## src/rtl/rf_stream_selector.sv

```systemverilog
// rf_stream_selector
//   Streaming receptive-field extractor for the 1-D conv datapath. A frame of
//   W samples (C channels per beat) is framed by P zero samples on each side,
//   an F-sample window slides over the padded frame with stride S, and each
//   window is offered to the CU array over a valid/ready handshake. Only F
//   samples of history are held; the shift register is the output window.
// Ports
//   clk        rising-edge clock
//   reset      asynchronous active-low reset
//   start      one-cycle pulse, begins a frame when idle
//   in_data    input sample, channel c at [c*DATA_WIDTH +: DATA_WIDTH]
//   in_valid   in_data valid
//   in_ready   sample accepted this cycle (combinational)
//   out_window window, sample j / channel c at [(j*C+c)*DATA_WIDTH +: DATA_WIDTH]
//   out_valid  out_window/out_index/out_last valid
//   out_ready  consumer accepts window
//   out_index  window number 0..N-1
//   out_last   high with window N-1
//   busy       frame in progress
//   done       one-cycle pulse at end of frame
module rf_stream_selector #(
  parameter int DATA_WIDTH = 16,
  parameter int C          = 1,
  parameter int W          = 1024,
  parameter int P          = 28,
  parameter int F          = 64,
  parameter int S          = 8,
  localparam int L         = W + 2 * P,
  localparam int N         = (L - F) / S + 1,
  localparam int IW        = $clog2(N + 1)
) (
  input  logic                      clk,
  input  logic                      reset,
  input  logic                      start,
  input  logic [C*DATA_WIDTH-1:0]   in_data,
  input  logic                      in_valid,
  output logic                      in_ready,
  output logic [0:F*C*DATA_WIDTH-1] out_window,
  output logic                      out_valid,
  input  logic                      out_ready,
  output logic [IW-1:0]             out_index,
  output logic                      out_last,
  output logic                      busy,
  output logic                      done
);

  localparam int SW  = C * DATA_WIDTH;
  localparam int FW  = F * SW;
  localparam int PW  = $clog2(L + 1);
  localparam int PHW = $clog2(((F > S) ? F : S) + 1);

  localparam logic [PW-1:0]  POS_END       = PW'(L);
  localparam logic [PW-1:0]  POS_LAST      = PW'(L - 1);
  localparam logic [PW-1:0]  POS_HEAD_LAST = PW'((P > 0) ? (P - 1) : 0);
  localparam logic [PW-1:0]  POS_BODY_LAST = PW'(P + W - 1);
  localparam logic [PHW-1:0] PH_FIRST      = PHW'(F - 1);
  localparam logic [PHW-1:0] PH_STRIDE     = PHW'(S - 1);
  localparam logic [IW-1:0]  WIN_N         = IW'(N);
  localparam logic [IW-1:0]  WIN_LAST      = IW'(N - 1);

  typedef enum logic [1:0] {
    ST_IDLE = 2'd0,
    ST_HEAD = 2'd1,
    ST_BODY = 2'd2,
    ST_TAIL = 2'd3
  } state_t;

  state_t            r_state;
  state_t            w_state_nxt;
  logic [0:FW-1]     r_window;
  logic [0:FW-1]     w_window_nxt;
  logic [0:SW-1]     w_sample;
  logic [PW-1:0]     r_pos;        // number of padded positions shifted so far
  logic [PHW-1:0]    r_phase;      // shifts left until the next window completes
  logic [IW-1:0]     r_win_cnt;    // windows issued so far
  logic [IW-1:0]     r_index;
  logic              r_out_valid;
  logic              r_out_last;
  logic              r_last_acc;   // window N-1 already handed over
  logic              r_done;
  logic              w_adv;
  logic              w_shift;
  logic              w_zero;
  logic              w_complete;
  logic              w_accept;
  logic              w_all_in;
  logic              w_last_taken;
  logic              w_done;
  logic              w_start_ok;

  assign out_window = r_window;
  assign out_valid  = r_out_valid;
  assign out_index  = r_index;
  assign out_last   = r_out_last;
  assign done       = r_done;
  assign busy       = (r_state != ST_IDLE);

  // Shift gating: the window may only move when the current one is absent or being taken
  always_comb begin
    w_adv   = !r_out_valid || out_ready;
    w_shift = 1'b0;
    w_zero  = 1'b1;
    case (r_state)
      ST_HEAD: w_shift = w_adv;
      ST_BODY: begin
        w_shift = w_adv && in_valid;
        w_zero  = 1'b0;
      end
      // With P=0 the frame reaches TAIL already fully shifted, so nothing moves there
      ST_TAIL: w_shift = w_adv && (r_pos != POS_END);
      default: w_shift = 1'b0;
    endcase
  end

  assign in_ready     = (r_state == ST_BODY) && w_adv;
  assign w_accept     = r_out_valid && out_ready;
  assign w_complete   = w_shift && (r_phase == {PHW{1'b0}}) && (r_win_cnt != WIN_N);
  assign w_all_in     = (r_pos == POS_END) || (w_shift && (r_pos == POS_LAST));
  assign w_last_taken = r_last_acc || (w_accept && r_out_last);
  assign w_done       = (r_state != ST_IDLE) && w_all_in && w_last_taken;
  // A start coinciding with the done pulse belongs to the frame just closed
  assign w_start_ok   = start && !r_done;

  // Next window contents: drop the oldest sample, append zero or the input beat
  always_comb begin
    w_sample = '0;
    for (int c = 0; c < C; c++) begin
      w_sample[c*DATA_WIDTH +: DATA_WIDTH] = in_data[c*DATA_WIDTH +: DATA_WIDTH];
    end
    w_window_nxt = r_window;
    for (int j = 0; j < F - 1; j++) begin
      w_window_nxt[j*SW +: SW] = r_window[(j+1)*SW +: SW];
    end
    if (w_zero) begin
      w_window_nxt[(F-1)*SW +: SW] = '0;
    end else begin
      w_window_nxt[(F-1)*SW +: SW] = w_sample;
    end
  end

  // Next-state decode for the frame sequencer
  always_comb begin
    w_state_nxt = r_state;
    if (w_done) begin
      w_state_nxt = ST_IDLE;
    end else begin
      case (r_state)
        ST_IDLE: begin
          if (w_start_ok) begin
            w_state_nxt = (P == 0) ? ST_BODY : ST_HEAD;
          end else begin
            w_state_nxt = ST_IDLE;
          end
        end
        ST_HEAD: begin
          if (w_shift && (r_pos == POS_HEAD_LAST)) begin
            w_state_nxt = ST_BODY;
          end else begin
            w_state_nxt = ST_HEAD;
          end
        end
        ST_BODY: begin
          if (w_shift && (r_pos == POS_BODY_LAST)) begin
            w_state_nxt = ST_TAIL;
          end else begin
            w_state_nxt = ST_BODY;
          end
        end
        ST_TAIL: w_state_nxt = ST_TAIL;
        default: w_state_nxt = ST_IDLE;
      endcase
    end
  end

  // Frame sequencer state register
  always_ff @(posedge clk or negedge reset) begin
    if (!reset) begin
      r_state <= ST_IDLE;
    end else begin
      r_state <= w_state_nxt;
    end
  end

  // Window shift register, position/phase counters and output handshake
  always_ff @(posedge clk or negedge reset) begin
    if (!reset) begin
      r_window    <= '0;
      r_pos       <= '0;
      r_phase     <= '0;
      r_win_cnt   <= '0;
      r_index     <= '0;
      r_out_valid <= 1'b0;
      r_out_last  <= 1'b0;
      r_last_acc  <= 1'b0;
      r_done      <= 1'b0;
    end else begin
      r_done <= w_done;
      if (r_state == ST_IDLE) begin
        if (w_start_ok) begin
          r_pos      <= '0;
          r_phase    <= PH_FIRST;
          r_win_cnt  <= '0;
          r_last_acc <= 1'b0;
        end
      end else begin
        if (w_shift) begin
          r_window <= w_window_nxt;
          r_pos    <= r_pos + PW'(1);
          r_phase  <= (r_phase == {PHW{1'b0}}) ? PH_STRIDE : (r_phase - PHW'(1));
        end
        // A completing shift in the accept cycle keeps out_valid high (S=1 full rate)
        if (w_complete) begin
          r_out_valid <= 1'b1;
          r_index     <= r_win_cnt;
          r_out_last  <= (r_win_cnt == WIN_LAST);
          r_win_cnt   <= r_win_cnt + IW'(1);
        end else if (w_accept) begin
          r_out_valid <= 1'b0;
          r_out_last  <= 1'b0;
        end
        if (w_accept && r_out_last) begin
          r_last_acc <= 1'b1;
        end
      end
    end
  end

endmodule

```

## config.mk

```make
export PLATFORM = sky130hd
export DESIGN_NAME = rf_stream_selector
export DESIGN_NICKNAME = d
export VERILOG_FILES = /design/src/rtl/rf_stream_selector.sv
export SDC_FILE = /design/constraint.sdc
export NUM_CORES = 2
export LEC_CHECK = 0
export ABC_AREA = 1
export CAP_MARGIN = 15
export CORE_UTILIZATION = 29
export CTS_BUF_LIST = sky130_fd_sc_hd__clkbuf_4 sky130_fd_sc_hd__clkbuf_8
export CTS_CLUSTER_DIAMETER = 100
export DETAILED_ROUTE_END_ITERATION = 12
export PLACE_DENSITY = 0.57
export SYNTH_ARGS = -nofsm -noshare
export SYNTH_HDL_FRONTEND = slang
export SYNTH_SLANG_ARGS = --single-unit
```

## constraint.sdc

```tcl
create_clock -name clk -period 2.1 [get_ports clk]
set_input_delay 0.42 -clock clk [delete_from_list [all_inputs] [get_ports clk]]
set_output_delay 0.42 -clock clk [all_outputs]
set_load 0.01 [all_outputs]
```

=== Yosys cells after proc, flatten, opt, wreduce, memory -nomap -nowiden ===
Index checks and enable logic that the tools add are counted.

* Add/subtract/negate cells: 3
* Equality and inequality tests: 11
* Muxes and demuxes: 23
* Bitwise gates (word level): 1
* Reduce and logical (&&, ||, !) cells: 31

{| class="wikitable"
|+ Operators by type and width
! operator !! number
|-
| $eq A11 B11 Y1 const B || 3
|-
| $mux W11 || 3
|-
| $mux W7 || 4
|-
| $mux W8 || 3
|-
| $mux W16 || 1
|-
| $logic_and A1 B1 Y1 || 13
|-
| $reduce_and A2 Y1 || 6
|-
| $add A11 B1 Y11 const B || 1
|-
| $eq A11 B5 Y1 const B || 1
|-
| $ne A11 B11 Y1 const B || 1
|-
| $reduce_bool A2 Y1 || 5
|-
| $add A8 B1 Y8 const B || 1
|-
| $eq A8 B7 Y1 const B || 1
|-
| $mux W1 || 8
|-
| $ne A8 B8 Y1 const B || 1
|-
| $pmux W2 S4 || 1
|-
| $logic_not A7 Y1 || 1
|-
| $sub A7 B1 Y7 const B || 1
|-
| $eq A2 B2 Y1 const B || 2
|-
| $mux W2 || 2
|-
| $logic_or A1 B1 Y1 || 3
|-
| $pmux W1 S3 || 1
|-
| $eq A2 B1 Y1 const B || 1
|-
| $logic_not A1 Y1 || 2
|-
| other kinds (3) || 3
|}

* Flip-flop bits (word level): 1064
* Output and inout bits: 1037

=== Logic depth before layout (Yosys ltp) ===
* Depth after elaboration: 9
* Mapped depth: 14

=== Worst setup path after synthesis ===
No wires, ideal clock.

* Kind: reg2reg
* Start point: register r_phase[0]
* End point: register r_win_cnt[0]
* Setup time: 130 ps
* Arrival time: 1725 ps
* Path slack: 244 ps
* Stages on the path, launching flop included: 12
* Path buffers: 0
* Period minus slack after synthesis: 1856 ps
* Cell sequence: dfrtp_1 -> inv_1 -> ha_1 -> nand4_1 -> nor2_1 -> inv_1 -> nor2_1 -> nand3_1 -> nand2_1 -> inv_1 -> nand2_1 -> o21ai_0

* Cells in the longest elaborated chain, start to end: 5

{| class="wikitable"
|+ Ends and longest elaborated chain
! item !! RTL line !! RTL
|-
| from (decl) || 74 || <nowiki>logic [PHW-1:0] r_phase;</nowiki>
|-
| from (signal assigned) || 209 || <nowiki>r_phase <= (r_phase == {PHW{1'b0}}) ? PH_STRIDE : (r_phase - PHW'(1));</nowiki>
|-
| $logic_not A7 Y1 || 117 || <nowiki>assign w_complete = w_shift && (r_phase == {PHW{1'b0}}) && (r_win_cnt != WIN_N);</nowiki>
|-
| $logic_and A1 B1 Y1 (2 in series) || 117 ||
|-
| $reduce_bool A2 Y1 (no source line) || n/a ||
|-
| $reduce_and A2 Y1 (no source line) || n/a ||
|-
| to (signal assigned) || 216 || <nowiki>r_win_cnt <= r_win_cnt + IW'(1);</nowiki>
|-
| to (decl) || 75 || <nowiki>logic [IW-1:0] r_win_cnt;</nowiki>
|}

Every way passes these cells.
A chain may end at the register's enable or synchronous reset.

=== Worst setup path after layout ===
* Start point: register r_state[1]
* End point: output in_ready

* Cells in the longest elaborated chain, start to end: 2

{| class="wikitable"
|+ Ends and longest elaborated chain
! item !! RTL line !! RTL
|-
| from (decl) || 68 || <nowiki>state_t r_state;</nowiki>
|-
| from (signal assigned) || 180 || <nowiki>r_state <= w_state_nxt;</nowiki>
|-
| $eq A2 B2 Y1 || 115 || <nowiki>assign in_ready = (r_state == ST_BODY) && w_adv;</nowiki>
|-
| $logic_and A1 B1 Y1 || 115 ||
|-
| to (decl) || 37 || <nowiki>output logic in_ready,</nowiki>
|}

Every way passes these cells.

==> results.py <==
metrics = {
    "outcome": {
        "status": "finished with violations",
        "violations": "design-rule violations, negative setup slack",
    },
    "worst_setup_path": {
        "cp.required_ps": 1680,
        "worst_ep_arrival_time_ps": 1840,
        "crit_path_end_kind": "output port",
        "reg2reg_depth": 14,
        "cp-start-kind": "flip-flop",
        "crit_fanout": 4,
        "worstSetupPathType": "flip-flop to output port",
    },
    "sta": {
        "hold_viol_final": 0,
        "max_slew_margin": 0.492,
        "finalCritPeriodShare": 1.08,
        "finalMaxSlewViolations": 0,
        "grt_setup_unrepaired": "true",
        "max_freq_mhz": 442,
        "setup_slack_ps": -160,
        "worst_pin_slew_ps": 760,
        "fin_skew_ps": 69.0,
        "layout_min_cycle_time_ps": 2260,
        "finalSetupViolCount": 30,
    },
    "synthesis": {
        "synth.avg_cell_area_um2": 8.63,
        "synth.net_count": 5611,
        "ys_seq_area_frac": 0.552,
        "yosys_register_bits": 1064,
        "ys_warn_count": 0,
        "post_synth_num_cell_types": 28,
        "syn_area_um2": 48200,
        "syn_inst": 5585,
    },
    "global_routing": {
        "global_route.overflow_total": 0,
        "grt_antenna_before_repair": 3,
        "grt_pass1_wl_mm": 257,
        "grt_pass1_vias": 38300,
        "track_usage": 0.206,
        "grt_max_degree": 82,
    },
    "drt": {
        "num_vias": 39100,
        "drc": 121,
        "first_iter_violations": 3061,
        "ant_nets": 0,
        "wire_per_inst_um": 21.4,
        "wirelength_mm": 190,
        "viasPerCell": 4.40,
        "drt-pass1-iter-count": 13,
    },
    "place": {
        "gp_congestion": 0.887,
        "placed_cells": 7810,
        "dpl.hpwl_mm": 123,
        "io_buffer_count": 1057,
    },
    "clock_network": {
        "clk_latency_ps": 970,
        "clk_pin_slew_ps": 70,
        "htree_levels": 4,
        "cts_buffers": 186,
        "cts_buffer_depth": 3,
        "cts_root_buf": "clkbuf_8",
        "cts.sinks": 1064,
        "cts_tree": "built",
    },
    "pwr": {
        "p_leak_nw": 37.3,
        "worst_ir_drop_vdd_uv": 640,
        "power.switching_mw": 28.2,
        "p_seq_frac": 0.344,
        "power.density_nw_per_um2": 1210,
        "switching_share": 0.367,
        "pwr-share-clk": 0.269,
        "internal_power_mw": 48.6,
        "combPwrFrac": 0.387,
    },
    "die": {
        "start_util": 0.292,
        "die_x_um": 410,
        "die_area_um2": 168000,
        "die_y_um": 410,
        "io_pins": 1058,
        "core.rowCount": 149,
        "core_um2": 165000,
    },
    "hold_path": {
        "holdPathStages": 3,
        "hold_path.class": "input pin to flip-flop",
    },
    "cells_and_area": {
        "mostFrequentLayoutCells": "nand2_1 (2852), dfrtp_1 (959), buf_2 (864), buf_4 (738), clkbuf_8 (227)",
        "drive_gt1_frac": 0.383,
        "multiInputGateArea_um2": 12900,
        "final_common_cell": "nand2_1",
        "n_fill_cell": 16700,
        "nets": 6578,
        "final_cells": 8885,
        "seqCellArea_um2": 26800,
        "fin_util": 0.383,
        "syn_to_final_growth_pct": 31.0,
    },
    "flow_run": {
        "cap_violations": 0,
    },
}
-- worst max-delay path, stage by stage, from the launching register on --
cell and delay [ps]:
dfrtp_1 410, inv_2 60, nor3_2 170, buf_4 160, buf_6 100
-- synthesized netlist by cell type --
master | instances | area share
nand2_2 | 1 | 0.00013
nor4_1 | 1 | 0.00013
a21boi_0 | 1 | 0.00016
o21ai_1 | 3 | 0.00031
a21oi_1 | 5 | 0.00052
buf_2 | 123 | 0.013
buf_4 | 1039 | 0.16
nand3b_1 | 2 | 0.00031
buf_1 | 8 | 0.00062
buf_8 | 10 | 0.0031
clkbuf_1 | 49 | 0.0038
nor2_2 | 2 | 0.00026
nand3_1 | 40 | 0.0042
nand2_1 | 2993 | 0.23
a31oi_1 | 1 | 0.00013
ha_1 | 5 | 0.0013
xor2_1 | 8 | 0.0015
and3_1 | 1 | 0.00013
inv_1 | 70 | 0.0054
o21ai_0 | 96 | 0.010
nor3_1 | 10 | 0.0010
nand4_1 | 13 | 0.0017
buf_12 | 2 | 0.00083
dfrtp_1 | 1064 | 0.55
buf_6 | 12 | 0.0028
nor2_1 | 22 | 0.0017
inv_2 | 3 | 0.00023
o22ai_1 | 1 | 0.00013
-- final timing paths --
check	start	end	slack (ps)
max	r_state[1]	in_ready	-160
min	in_data[14]	out_window[1009]	200
max reg2reg	r_pos[0]	out_window[786]	-30
min reg2reg	out_window[10]	out_window[10]	480
max in group asynchronous	reset	out_window[492]	650
min in group asynchronous	reset	out_window[316]	210
-- metal layers --
metal | global-route usage | vias to the layer above | part of all wire
li1 | - | 17900 | -
met1 | 0.244 | 19300 | 0.39
met2 | 0.346 | 1476 | 0.49
met3 | 0.0691 | 315 | 0.085
met4 | 0.0742 | 0 | 0.033
met5 | 0 | - | 0
-- state kept, by name, indices dropped and copies added, names as in the netlist --
name and count:
r_phase 7, r_pos 11, r_state 2, done 1, r_last_acc 1, out_valid 1, r_win_cnt 8, out_window 1024
out_last 1, out_index 8
-- timing repair --
action,in CTS,in global routing
hold endpoints to repair,1065,1
endpoints found under the setup margin,1138,298
gates cloned,5,81
pin swaps,0,10
buffers inserted,615,28
hold buffers,15,1
gates resized for setup,4341,309
-- kinds of logic (layout without fill, tap and decap cells) --
logic type                 count (synthesis)  in the layout  share of synthesized area
xor gates and xnor gates                   8              8                    0.00145
other                                      0              3                          0
and+or+nand+nor                         3085           3085                      0.243
DFF                                     1064           1064                      0.552
AOI/OAI and AO/OA                        107            107                     0.0112
adders and majority gates                  5              5                    0.00130
buffers and inverters                   1316           2424                      0.191
-- power by group through the flow --
stage,sequential (mW),clock (mW),combinational [mW]
after floorplan,25.9,0,14.2
after global placement,27.4,0,21.6
after detailed placement,27.4,0,21.7
after CTS,26.3,21.1,23.7
after global routing,26.7,22.0,31.6
final,26.4,20.6,29.7
-- layout make-up --
class                   count  area share
diodes                      3    0.000119
clock buffers             291      0.0571
clock inverters            38     0.00612
inverters                  73     0.00475
multi-input cells        3205       0.204
flip-flops and latches   1064       0.424
well taps                2189      0.0434
repair buffers           2022       0.261
-- through the flow --
stage	hold WS [ps]	power [mW]	worst slack [ps]	cell area (um^2)	TNS, ps
6_report	204	76.7	-160	63200	-381
5_1_grt	99.1	80.3	-313	63200	-27440
4_1_cts	3.76	71.1	-312	60100	-1390
3_5_place_dp	356	49.1	-214	55200	-92290
3_3_place_gp	354	49.0	-213	55200	-71210
2_1_floorplan	124	40.1	244	48200	0
(Power assumes the default switching activity.)
